### config.mk
export PLATFORM = sky130hd
export DESIGN_NAME = bb_latch_cfg_writer
export DESIGN_NICKNAME = d
export VERILOG_FILES = /design/src/rtl/bb_latch_cfg_writer.sv
export SDC_FILE = /design/constraint.sdc
export NUM_CORES = 1
export LEC_CHECK = 0
export ABC_CLOCK_PERIOD_IN_PS = 5600
export BUFFER_PORTS_ARGS = -buffer_cell sky130_fd_sc_hd__buf_2
export CORE_MARGIN = 10
export CORE_UTILIZATION = 45
export DETAILED_ROUTE_END_ITERATION = 8
export PLACE_DENSITY_LB_ADDON = 0.08
export SLEW_MARGIN = 5
export SYNTH_ARGS = -nofsm -noshare
export SYNTH_HDL_FRONTEND = slang
export SYNTH_SLANG_ARGS = --single-unit
### constraint.sdc
create_clock -name clk -period 5.6 [get_ports clk]
set_input_delay 0 -clock clk [delete_from_list [all_inputs] [get_ports clk]]
set_output_delay 0 -clock clk [all_outputs]
set_load 0.1 [all_outputs]
### src/rtl/bb_latch_cfg_writer.sv
// Latch-bank configuration writer: runs a setup -> open -> hold sequence per
// accepted word so transparent-high latches always capture stable data.
`timescale 1ns/1ps
module bb_latch_cfg_writer #(
  parameter int NUM_WORDS   = 8,
  parameter int WORD_W      = 16,
  parameter int ADDR_W      = (NUM_WORDS > 1) ? $clog2(NUM_WORDS) : 1,
  parameter int GATE_CYCLES = 2
) (
  input  logic                 clk,
  input  logic                 rst_n,
  input  logic                 testmode,
  input  logic                 wr_valid,
  output logic                 wr_ready,
  input  logic [ADDR_W-1:0]    wr_addr,
  input  logic [WORD_W-1:0]    wr_data,
  output logic                 wr_done,
  output logic                 wr_abort,
  output logic                 addr_err,
  input  logic                 err_clr,
  output logic [WORD_W-1:0]    lat_d,
  output logic [NUM_WORDS-1:0] lat_gn
);
  localparam int CNT_W = $clog2(GATE_CYCLES) + 1;

  typedef enum logic [1:0] {IDLE, SETUP, OPEN, HOLD} state_t;

  state_t               state;
  logic [ADDR_W-1:0]    addr_q;
  logic [CNT_W-1:0]     cnt;
  logic [NUM_WORDS-1:0] gate_sel;
  logic                 addr_bad;
  logic                 accept;

  assign wr_ready = (state == IDLE) && !testmode;
  assign accept   = wr_valid && wr_ready;

  // An out-of-range address decodes to no gate at all.
  always_comb begin
    gate_sel = '0;
    for (int i = 0; i < NUM_WORDS; i++) begin
      gate_sel[i] = (addr_q == ADDR_W'(i));
    end
  end
  assign addr_bad = ~|gate_sel;

  always_ff @(posedge clk or negedge rst_n) begin
    if (!rst_n) begin
      state    <= IDLE;
      addr_q   <= '0;
      cnt      <= '0;
      lat_d    <= '0;
      lat_gn   <= '0;
      wr_done  <= 1'b0;
      wr_abort <= 1'b0;
      addr_err <= 1'b0;
    end else begin
      if (state == SETUP && addr_bad) begin
        addr_err <= 1'b1;
      end else if (err_clr) begin
        addr_err <= 1'b0;
      end

      case (state)
        IDLE: begin
          if (accept) begin
            addr_q <= wr_addr;
            lat_d  <= wr_data;
            state  <= SETUP;
          end
        end
        SETUP: begin
          if (testmode) begin
            state    <= HOLD;
            wr_done  <= 1'b1;
            wr_abort <= 1'b1;
          end else begin
            state  <= OPEN;
            lat_gn <= gate_sel;
            cnt    <= CNT_W'(GATE_CYCLES - 1);
          end
        end
        OPEN: begin
          // testmode cuts the gate on the very next edge, even mid-count.
          if (testmode || cnt == '0) begin
            state    <= HOLD;
            lat_gn   <= '0;
            wr_done  <= 1'b1;
            wr_abort <= testmode;
          end else begin
            cnt <= cnt - 1'b1;
          end
        end
        HOLD: begin
          state    <= IDLE;
          wr_done  <= 1'b0;
          wr_abort <= 1'b0;
        end
        default: state <= IDLE;
      endcase
    end
  end
endmodule

==> flow_metrics.py <==
metrics = {
    "global_route": {
        "grt_antenna_before_repair": 0,
        "grt_max_degree": 35,
        "grt_pass1_wl_mm": 5.73,
        "grt_pass1_vias": 1274,
        "overflow": 0,
        "globalRouteTotalUtil": 0.115,
    },
    "sta": {
        "tightest_slew_ps": 740,
        "fin_crit_ps": 1980,
        "maxSlewHeadroom": 0.506,
        "setup_violations": 0,
        "fin_worst_skew_ps": 6.09,
        "rsz0062_at_grt": "false",
        "slew_viol_final": 0,
        "fmax_mhz": 504,
        "min_period_over_period": 0.354,
        "finalSetupTns_ps": 0,
        "hold_viol": 0,
    },
    "logic_synthesis": {
        "syn_nets": 144,
        "yosys.cell_types.count": 24,
        "yosys.area.top_type_share": 0.553,
        "synth_warnings": 0,
        "yosysSeqAreaShare": 0.553,
        "syn_area_um2": 1540,
        "yosys.area.top_type": "dfrtp_1",
        "syn_inst": 114,
        "synth_area_leaders": "dfrtp_1 (55%), mux2_2 (21%), ha_1 (4.9%), nor3_1 (2.0%), nand2b_1 (1.6%)",
        "syn_area_per_cell_um2": 13.5,
        "ys_ff_latch": 34,
    },
    "cts": {
        "cts_tree": "built",
        "postCtsSetupBuffers": 0,
        "clkTransAtPathRegs_ps": 100,
        "cts-root-buf": "clkbuf_4",
        "cts_sinks": 34,
        "ctsHtreeMaxLevel": 2,
        "cts_made_buffers": 5,
        "cts_buffer_depth": 2,
        "postCtsResizedCells": 0,
        "insertion_delay_ps": 330,
    },
    "route": {
        "drt_wl_total_mm": 3.43,
        "routed_via_density": 4.84,
        "drt.antenna.violating_nets": 0,
        "dr_total_vias": 1143,
        "wl_per_cell_um": 14.5,
        "drt_iter0_markers": 69,
        "dr.pass1.iters": 4,
        "drc_errors": 0,
    },
    "critical_path": {
        "start_kind": "flop",
        "crit_required_ps": 5820,
        "r2r_setup_slack_ps": 3620,
        "cp.arrival_ps": 2200,
        "crit_fanout": 10,
        "cp-end-kind": "flop",
        "crit_type": "flop to flop",
    },
    "floorplan": {
        "die_w_um": 78.5,
        "design.die.area_um2": 6160,
        "rows": 21,
        "initial_core_util": 0.465,
        "ios": 52,
        "die_y_um": 78.5,
        "core_um2": 3310,
    },
    "layout": {
        "layout-area-overhead-vs-synth_pct": 35.1,
        "drive_gt1_frac": 0.479,
        "nNetsFinal": 220,
        "ff_latch_area_um2": 851,
        "num_antenna_cells": 0,
        "nFillCells": 287,
        "multiInputGateArea_um2": 636,
    },
    "min_path": {
        "hold_class": "primary input to flop",
    },
    "placement": {
        "dp_hpwl_mm": 2.42,
        "portBuffers": 51,
        "place.gp.congestion": 0.847,
    },
    "run_status": {
        "status": "finished, final reports clean",
    },
    "job": {
        "maxCapViolCount": 0,
    },
}
==> timing repair <==
action | CTS | global route
setup endpoints to repair | 0 | 0
hold endpoints to repair | 54 | 0
hold buffers | 21 | 0
==> cells by family (layout without fill, tap and decap cells) <==
family                   count (synthesis)  after routing  share of synthesized area
AO/OA/AOI/OAI                           10             10                     0.0512
adder cells (fa/ha/maj)                  6              6                     0.0488
buffers and inverters                    9             85                     0.0341
flip-flops                              34             34                      0.553
multiplexers                            30             30                      0.219
AND/OR/NAND/NOR                         25             25                     0.0943
==> cells in the mapped netlist (all sizes together) <==
master,instances
nor2b,3
mux2i,1
a21oi,3
nor3b,2
nor3,6
inv,6
o22a,1
nand2b,4
o21ai,1
buf,3
nand2,3
ha,6
o22ai,1
mux2,29
nor4,1
a2bb2oi,1
a211oi,3
dfrtp,34
nor2,6
==> sequential cells by signal, summed over array words and instances (netlist names) <==
register	flops
lat_gn	8
state	2
wr_done	1
addr_q	3
cnt	2
wr_abort	1
lat_d	16
addr_err	1
==> final cells by class <==
| class | count | share of cell area |
|---|---|---|
| well taps | 46 | 0.0277 |
| clock inverters | 2 | 0.00481 |
| repair buffers | 72 | 0.224 |
| flip-flops and latches | 34 | 0.409 |
| multi-input cells | 71 | 0.306 |
| inverters | 6 | 0.0108 |
| clock buffers | 5 | 0.0181 |
==> path summary, 6_finish.rpt <==
path	startpoint	endpoint	depth (start not counted)
worst max register to register	state[0]	lat_gn[0]	5
max in group asynchronous	rst_n	state[1]	2
min in group asynchronous	rst_n	wr_done	2
worst min register to register	addr_err	addr_err	1
worst max-delay path	state[0]	lat_gn[0]	5
worst min-delay path	wr_valid	state[0]	4
==> layer usage <==
layer / vias to the layer above / part of all wire / GRT usage
met5: - / 0 / 0
met4: 0 / 0.012 / 0.0376
met3: 4 / 0.089 / 0.0706
met2: 37 / 0.51 / 0.198
met1: 550 / 0.39 / 0.112
li1: 552 / - / -
==> layout by cell type, fill, tap and decap left out, drive strengths merged <==
cell type    instances
buf                 51
dfrtp               34
mux2                29
dlygate4sd3         21
inv                  6
nor2                 6
nor3                 6
ha                   6
clkbuf               5
nand2b               4
a21oi                3
a211oi               3
nand2                3
nor2b                3
clkinv               2
nor3b                2
nor4                 1
a2bb2oi              1
o22a                 1
mux2i                1
o21ai                1
o22ai                1
==> stage by stage <==
step                hold WS [ps]  instance area (um^2)  std cells  setup slack, ps  utilization
CTS                         86.6                  2080        236             3590        0.628
global placement            96.0                  1820        208             3720        0.550
detailed placement           107                  1820        208             3620        0.550
finish                      97.2                  2080        236             3620        0.628
global route                 114                  2080        236             3510        0.628
floorplan                   -296                  1540        114             3120            -
==> worst max-delay path: stages, from the launching register on <==
cell and delay [ps]:
dfrtp_1 420, inv_1 110, ha_1 320, nor3b_4 210, a211oi_4 430, mux2_2 390
Power is not shown: default switching activity piles up to over one toggle a cycle in this logic, so the estimate is an artifact.
